==> src/rtl/cus19_dmem_access_unit.sv <==
// Memory-stage controller: accepts one load/store from execute and runs a
// req/ack transaction on the byte-wide data memory, with a wait-cycle watchdog.
module cus19_dmem_access_unit #(
  parameter int ADDR_W    = 8,
  parameter int REG_IDX_W = 3,
  parameter int TIMEOUT   = 15
) (
  input  logic                 clk_in,
  input  logic                 rst_in,
  input  logic                 ex_valid_in,
  output logic                 ex_ready_out,
  input  logic                 ex_is_load_in,
  input  logic [ADDR_W-1:0]    ex_addr_in,
  input  logic [7:0]           ex_wr_data_in,
  input  logic [REG_IDX_W-1:0] ex_rd_idx_in,
  output logic                 dm_req_out,
  output logic                 dm_we_out,
  output logic [ADDR_W-1:0]    dm_addr_out,
  output logic [7:0]           dm_wr_data_out,
  input  logic                 dm_ack_in,
  input  logic [7:0]           dm_rd_data_in,
  output logic [7:0]           dm_rd_data_out,
  output logic                 reg_wr_out,
  output logic [REG_IDX_W-1:0] rd_idx_out,
  output logic                 busy_out,
  output logic                 timeout_err_out
);

  localparam int CNT_W = (TIMEOUT > 1) ? $clog2(TIMEOUT) : 1;
  localparam logic [CNT_W-1:0] LAST = CNT_W'((TIMEOUT > 0) ? TIMEOUT - 1 : 0);

  typedef enum logic [1:0] {IDLE, REQ, DONE} state_t;

  state_t               state, state_nxt;
  logic                 is_load;
  logic [REG_IDX_W-1:0] rd_idx;
  logic [CNT_W-1:0]     cnt;
  logic                 expire;

  // Ack has priority over the watchdog on the same edge.
  assign expire = (TIMEOUT > 0) && (state == REQ) && !dm_ack_in && (cnt == LAST);

  always_comb begin
    state_nxt = state;
    case (state)
      IDLE:    if (ex_valid_in) state_nxt = REQ;
      REQ:     if (dm_ack_in) state_nxt = DONE;
               else if (expire) state_nxt = IDLE;
      DONE:    state_nxt = IDLE;
      default: state_nxt = IDLE;
    endcase
  end

  // Handshake strobes decode straight from state so reset removes them at once.
  always_comb begin
    ex_ready_out = (state == IDLE) && !rst_in;
    busy_out     = (state != IDLE);
    dm_req_out   = (state == REQ);
    dm_we_out    = (state == REQ) && !is_load;
    reg_wr_out   = (state == DONE) && is_load;
  end

  always_ff @(posedge clk_in or posedge rst_in) begin
    if (rst_in) begin
      state           <= IDLE;
      is_load         <= 1'b0;
      rd_idx          <= '0;
      cnt             <= '0;
      dm_addr_out     <= '0;
      dm_wr_data_out  <= '0;
      dm_rd_data_out  <= '0;
      rd_idx_out      <= '0;
      timeout_err_out <= 1'b0;
    end else begin
      state <= state_nxt;
      if (state == IDLE && ex_valid_in) begin
        is_load        <= ex_is_load_in;
        dm_addr_out    <= ex_addr_in;
        dm_wr_data_out <= ex_wr_data_in;
        rd_idx         <= ex_rd_idx_in;
      end
      if (state != REQ)
        cnt <= '0;
      else if (!dm_ack_in)
        cnt <= cnt + 1'b1;
      if (state == REQ && dm_ack_in && is_load) begin
        dm_rd_data_out <= dm_rd_data_in;
        rd_idx_out     <= rd_idx;
      end
      if (expire)
        timeout_err_out <= 1'b1;
    end
  end

endmodule

==> config.mk <==
export PLATFORM = sky130hd
export DESIGN_NAME = cus19_dmem_access_unit
export DESIGN_NICKNAME = d
export VERILOG_FILES = /design/src/rtl/cus19_dmem_access_unit.sv
export SDC_FILE = /design/constraint.sdc
export NUM_CORES = 1
export LEC_CHECK = 0
export BUFFER_PORTS_ARGS = -buffer_cell sky130_fd_sc_hd__buf_4
export CORE_AREA = 8 8 67 69
export CTS_CLUSTER_DIAMETER = 60
export CTS_CLUSTER_SIZE = 14
export DETAILED_ROUTE_END_ITERATION = 12
export DIE_AREA = 0 0 75 77
export GPL_ROUTABILITY_DRIVEN = 0
export PLACE_DENSITY = 0.8
export SYNTH_ARGS = -nofsm -noshare
export SYNTH_HDL_FRONTEND = slang
export SYNTH_SLANG_ARGS = --single-unit
==> constraint.sdc <==
create_clock -name clk_in -period 2.7 [get_ports clk_in]
set_clock_uncertainty 0.05 [all_clocks]
set_input_delay 0.54 -clock clk_in [delete_from_list [all_inputs] [get_ports clk_in]]
set_output_delay 0.54 -clock clk_in [all_outputs]
set_load 0.02 [all_outputs]
==> results.ini, run 1 <==
[final_layout]
fill_cells = 270
stdcell_area_sq_mm = 0.002287
final_layout_size_suffix_gt1_share_pct = 63.37
multi_input_area_sq_um = 648.1
stdcell_count = 220
finish.utilization_pct = 65.43
diodes = 0
area_growth_pct = 36.83
fin_nets = 205
regArea_sq_um = 950.9

[pwr]
p_per_area_mw_per_mm2 = 1126
cellLeakagePower_nw = 1.193
ir_worst_vdd_v = 0.0004890
power_mw = 2.576

[detailed_routing]
num_vias = 1058
firstDrtPassIters = 3
post-route-drc-count = 0
route.antenna.remaining_nets = 0
wl_microns = 3419
drt_iter0_markers = 52
wire_per_inst_microns = 15.54
vias_per_cell = 4.809

[synth]
yosysWarnings = 0
synth_seq_cells = 38
synth.distinct_cells = 24
yosysSeqAreaShare_pct = 56.89
syn_area_sq_mm = 0.001672
syn_nets = 137
netlist_instances = 103
syn_area_per_cell_sq_um = 16.23

[sta]
setup_ws_ns = 0.7957
hold_viol = 0
holdWs_ns = 0.2724
rsz0062_at_grt = no
fin_crit_sh_pct = 70.53
fmax_mhz = 525.1
tightestPinTransition_ns = 0.7081
post-route-min-period_ns = 1.904
drv_slew = 0
setup_violations = 0
slew_headroom_pct = 52.74
setup_tns_ns = 0

[clocking]
post_cts_buffers = 0
cts.repair.resized = 0
cts_tree = built
clock-sinks = 38
clock_tree.buffer_depth = 2
ctsHoldBuffers = 0
clk_latency_ns = 0.33
numCtsBuffers = 5
cts.clk_slew.worst_paths_ns = 0.11
cts_root_buf = clkbuf_4
h-tree-depth = 2

[worst_hold_path]
worstHoldPathType = in -> async

[critical_path]
crit_arrival_ns = 1.31
cp_data_required_time_ns = 2.11
end_kind = output pin
critPathKind = reg -> out
crit_path_cell_trace = or2_4 > nor2_1 > buf_4
r2r.worst_path.cells = 3
cp-start-kind = flip-flop
r2r_setup_slack_ns = 1.03
r2r-end = is_load$_DFFE_PP0P_
worstPathMaxFanout = 3
slowest_delay_ns = 0.44
regToRegStartpoint = state[0]$_DFFE_PP0P_
slowest_stage = dfrtp_1

[floorplanning]
boundaryPins = 65
die_area_sq_mm = 0.005775
dieWidth_microns = 75
initial_core_util_pct = 47.82
die_h_microns = 77
core_sq_mm = 0.003496
num_rows = 22

[status]
status = finished clean

[grt]
grt_antenna_before_repair = 0
grt_usage_pct = 12.61
grt_overflow_total = 0
grt_start_max_net_pins = 22
grt_pass1_wl_microns = 5664
first_global_vias = 1196

[placement]
place_inst = 212
dpl_cell_area_sq_mm = 0.002176
port_buffers = 64
post-place-ws_ns = 0.9968

[job]
cap_viol_max_count = 0

-- Yosys cell counts --
master	instances	area share, %
nand3_2	1	0.60
ha_1	2	1.5
xor2_1	2	1.0
xnor2_1	1	0.52
dfrtp_1	38	57
or2_4	1	0.52
a21oi_1	1	0.30
and2_1	1	0.37
mux2_4	29	26
a21o_1	1	0.45
nor2b_1	1	0.37
a41o_1	1	0.60
clkbuf_2	1	0.30
inv_1	3	0.67
nand4b_1	1	0.52
mux2_2	2	1.3
clkinv_2	1	0.30
nand2b_4	1	0.82
buf_6	1	0.67
nor2_1	9	2.0
nor2_8	1	1.2
nand3_1	1	0.30
nand2_1	1	0.22
buf_12	2	2.4
-- layout make-up --
cell class / instances / share of cell area (%)
inverters: 4 / 0.7112
well taps: 48 / 2.626
flip-flops and latches: 38 / 41.58
clock buffers: 6 / 2.243
clock inverters: 2 / 2.626
multi-input cells: 57 / 28.34
repair buffers: 65 / 21.88
-- routing by layer --
layer | GRT usage (%) | up-vias | part of all wire [%]
met5 | 0 | - | 0
met4 | 5.098 | 0 | 1.8
met3 | 4.941 | 6 | 12
met2 | 20.33 | 48 | 49
met1 | 14.23 | 518 | 37
li1 | - | 486 | -
-- power breakdown --
part           leakage (nW)  switching (mW)  internal (mW)
clock network        0.0585           0.180          0.314
logic                 0.676           0.517          0.622
registers             0.459           0.148          0.795
-- state kept, by name (all words and copies together) (netlist names) --
signal           flops
dm_wr_data_out       8
is_load              1
dm_rd_data_out       8
rd_idx_out           3
dm_addr_out          8
rd_idx               3
cnt                  4
state                2
timeout_err_out      1
-- cells by family after synthesis --
kind of cell / count (synthesis) / share of synthesized area, %
flops: 38 / 56.89
mux: 31 / 27.40
buf+inv: 8 / 4.341
compound gates: 3 / 1.347
simple gates: 18 / 6.961
fa+ha+maj: 2 / 1.497
xor+xnor: 3 / 1.572
-- worst max path at each step --
stage | startpoint | endpoint | slack (ns) | cells past startpoint
2_1_floorplan | state[0]$_DFFE_PP0P_ | ex_ready_out | 1.09 | 2
3_3_place_gp | ex_valid_in | is_load$_DFFE_PP0P_ | 1.04 | 4
3_5_place_dp | ex_valid_in | is_load$_DFFE_PP0P_ | 1.0 | 4
4_1_cts | state[0]$_DFFE_PP0P_ | ex_ready_out | 0.78 | 3
5_1_grt | state[0]$_DFFE_PP0P_ | ex_ready_out | 0.73 | 3
6_report | state[0]$_DFFE_PP0P_ | ex_ready_out | 0.80 | 3
-- worst max-delay path: cells and delay by family, from the launching register on --
kind	cells	cell delay, ns
flip-flops	1	0.44
buffers and inverters	1	0.15
AND/OR/NAND/NOR	2	0.39
-- cells in the final DEF, fill, tap and decap left out, drive strengths merged, types with 2 or more instances in the layout --
master | Yosys | final
buf | 3 | 65
bufinv | 0 | 2
mux2 | 31 | 31
nor2 | 10 | 10
clkbuf | 1 | 6
ha | 2 | 2
dfrtp | 38 | 38
nand3 | 2 | 2
inv | 3 | 3
xor2 | 2 | 2
(Power assumes the default switching activity.)
==> run 2: changes to the inputs <==
CORE_AREA = 8 8 69 71   (was 8 8 67 69)
DIE_AREA = 0 0 77 79   (was 0 0 75 77)
PLACE_DENSITY = 0.76   (was 0.8)
clock period = 1.97 ns   (was 2.7 ns; I/O delays follow)
==> run 2 against run 1 <==
- utilization is 4.4 points lower
- clock power is 60% higher
- via count hardly changed
- clock-buffer cell count is 1 lower
- first-iteration DRC count is 12% higher
- critical endpoint unchanged
- worst hold slack worse by 0.17 ns
- sequential share of layout area is 0.56 points lower
- cell area is 1.4% higher
- critical path depth stayed put
==> results.ini, run 2 (synthesis gave the netlist of run 1 again) <==
[final_layout]
layout_common_cells = 67 x buf_4, 38 x dfrtp_1, 29 x mux2_4
area_growth_pct = 38.70
final_layout_size_suffix_gt1_share_pct = 63.79  ; +0.42 points
reg_top3 = dm_addr_out: 8 flops, dm_rd_data_out: 8 flops, dm_wr_data_out: 8 flops
stdcell_count = 224  ; +1.8%
final_common_cell = buf_4
stdcell_area_sq_mm = 0.002318  ; +1.4%
fin_nets = 207  ; +0.98%
diodes = 0  ; unchanged

[placement]
hpwl_microns = 2948
port_buffers = 64  ; unchanged
place_inst = 216  ; +1.9%
dpl_cell_area_sq_mm = 0.002181  ; +0.23%

[critical_path]
worstPathMaxFanout = 3  ; unchanged
cp_data_required_time_ns = 1.53  ; -0.58 ns
crit_arrival_ns = 1.28  ; -0.03 ns
cp-start-kind = flip-flop
critPathKind = reg -> out
r2r.worst_path.cells = 3  ; unchanged
r2r_setup_slack_ns = 0.29  ; -0.74 ns
end_kind = output pin
crit_path_start = state[0]$_DFFE_PP0P_
critPathCapture = ex_ready_out
r2r-end = is_load$_DFFE_PP0P_
regToRegStartpoint = state[0]$_DFFE_PP0P_

[grt]
grt_overflow_total = 0  ; unchanged
grt_antenna_before_repair = 0  ; unchanged
grt_usage_pct = 13.07  ; +0.46 points
grt_start_max_net_pins = 22  ; unchanged
first_global_vias = 1192  ; -0.33%
grt_pass1_wl_microns = 6147  ; +8.5%

[floorplanning]
dieWidth_microns = 77  ; +2.7%
core_sq_mm = 0.003799  ; +8.7%
num_rows = 23  ; +4.5%
die_h_microns = 79  ; +2.6%
boundaryPins = 65  ; unchanged
die_area_sq_mm = 0.006083  ; +5.3%
initial_core_util_pct = 44.01  ; -3.8 points

[pwr]
ir_worst_vdd_v = 0.0006360  ; +30%
cellLeakagePower_nw = 1.208  ; +1.3%
p_per_area_mw_per_mm2 = 1586  ; +41%

[sta]
setup_tns_ns = 0  ; unchanged
drv_slew = 0  ; unchanged
hold_viol = 0  ; unchanged
holdWs_ns = 0.09913  ; -0.1733 ns
tightestPinTransition_ns = 0.4927  ; -0.2154 ns
setup_violations = 0  ; unchanged
slew_headroom_pct = 67.16  ; +14 points
fmax_mhz = 580.2
post-route-min-period_ns = 1.724
rsz0062_at_grt = no
fin_crit_sh_pct = 87.49

[status]
status = finished clean

[detailed_routing]
post-route-drc-count = 0  ; unchanged
wire_per_inst_microns = 17.39  ; +12%
num_vias = 1057  ; -0.095%
route.antenna.remaining_nets = 0  ; unchanged
firstDrtPassIters = 4  ; +1
vias_per_cell = 4.719  ; -1.9%
wl_microns = 3895  ; +14%
drt_iter0_markers = 58  ; +12%

[clocking]
clk_latency_ns = 0.29  ; -0.04 ns
ctsHoldBuffers = 0  ; unchanged
cts.clk_slew.worst_paths_ns = 0.08  ; -0.03 ns
clock-sinks = 38  ; unchanged
clock_tree.buffer_depth = 2  ; unchanged
numCtsBuffers = 5  ; unchanged
h-tree-depth = 2  ; unchanged
post_cts_buffers = 0  ; unchanged
cts.repair.resized = 0  ; unchanged
cts_root_buf = clkbuf_8
cts_tree = built

[job]
cap_viol_max_count = 0  ; unchanged

[worst_hold_path]
worstHoldPathType = in -> async

-- run 2: how the worst min path moves through the flow --
stage	from	to	depth (start not counted)
floorplan	rd_idx[2]$_DFFE_PP0P_	rd_idx[2]$_DFFE_PP0P_	1
global placement	rst_in	dm_rd_data_out[6]$_DFFE_PP0P_	3
detailed placement	timeout_err_out$_DFFE_PP0P_	timeout_err_out$_DFFE_PP0P_	1
CTS	rst_in	dm_rd_data_out[5]$_DFFE_PP0P_	3
global route	rst_in	dm_rd_data_out[5]$_DFFE_PP0P_	3
finish	rst_in	rd_idx_out[1]$_DFFE_PP0P_	3
-- run 2: routing by layer --
layer | vias to the layer above | GRT usage (%) | wire length (microns)
li1 | 490 | - | -
met1 | 522 | 13.66 | 1526
met2 | 41 | 22.01 | 1995
met3 | 4 | 5.418 | 292
met4 | 0 | 7.358 | 80
met5 | - | 0 | 0
-- run 2: layout make-up --
class	instances	area, sq um
clock buffer	5	68.82
clock inverter	3	68.82
fill	310	1480
inverter	4	16.27
multi-input combinational	57	648.1
sequential	38	950.9
tap	50	62.56
timing repair buffer	67	503.0
-- run 2: report_power, final --
group | switching [mW] | total (mW) | leakage [nW] | internal, mW
clock network | 0.284 | 0.791 | 0.0683 | 0.507
logic | 0.730 | 1.59 | 0.681 | 0.857
registers | 0.206 | 1.30 | 0.459 | 1.09
total | 1.22 | 3.68 | 1.21 | 2.46
-- run 2: worst max-delay path: stages (launching register included) --
cell	delay, ns
dfrtp_1	0.42
or2_4	0.30
nor2_1	0.11
buf_4	0.15
-- run 2: through the flow --
stage / worst slack, ns / util, % / power (mW)
floorplan: 0.5091 / - / 2.290
global placement: 0.3393 / 57.41 / 2.850
detailed placement: 0.2860 / 57.41 / 2.914
CTS: 0.2304 / 61.03 / 3.721
global route: 0.1845 / 61.03 / 3.847
finish: 0.2465 / 61.03 / 3.677
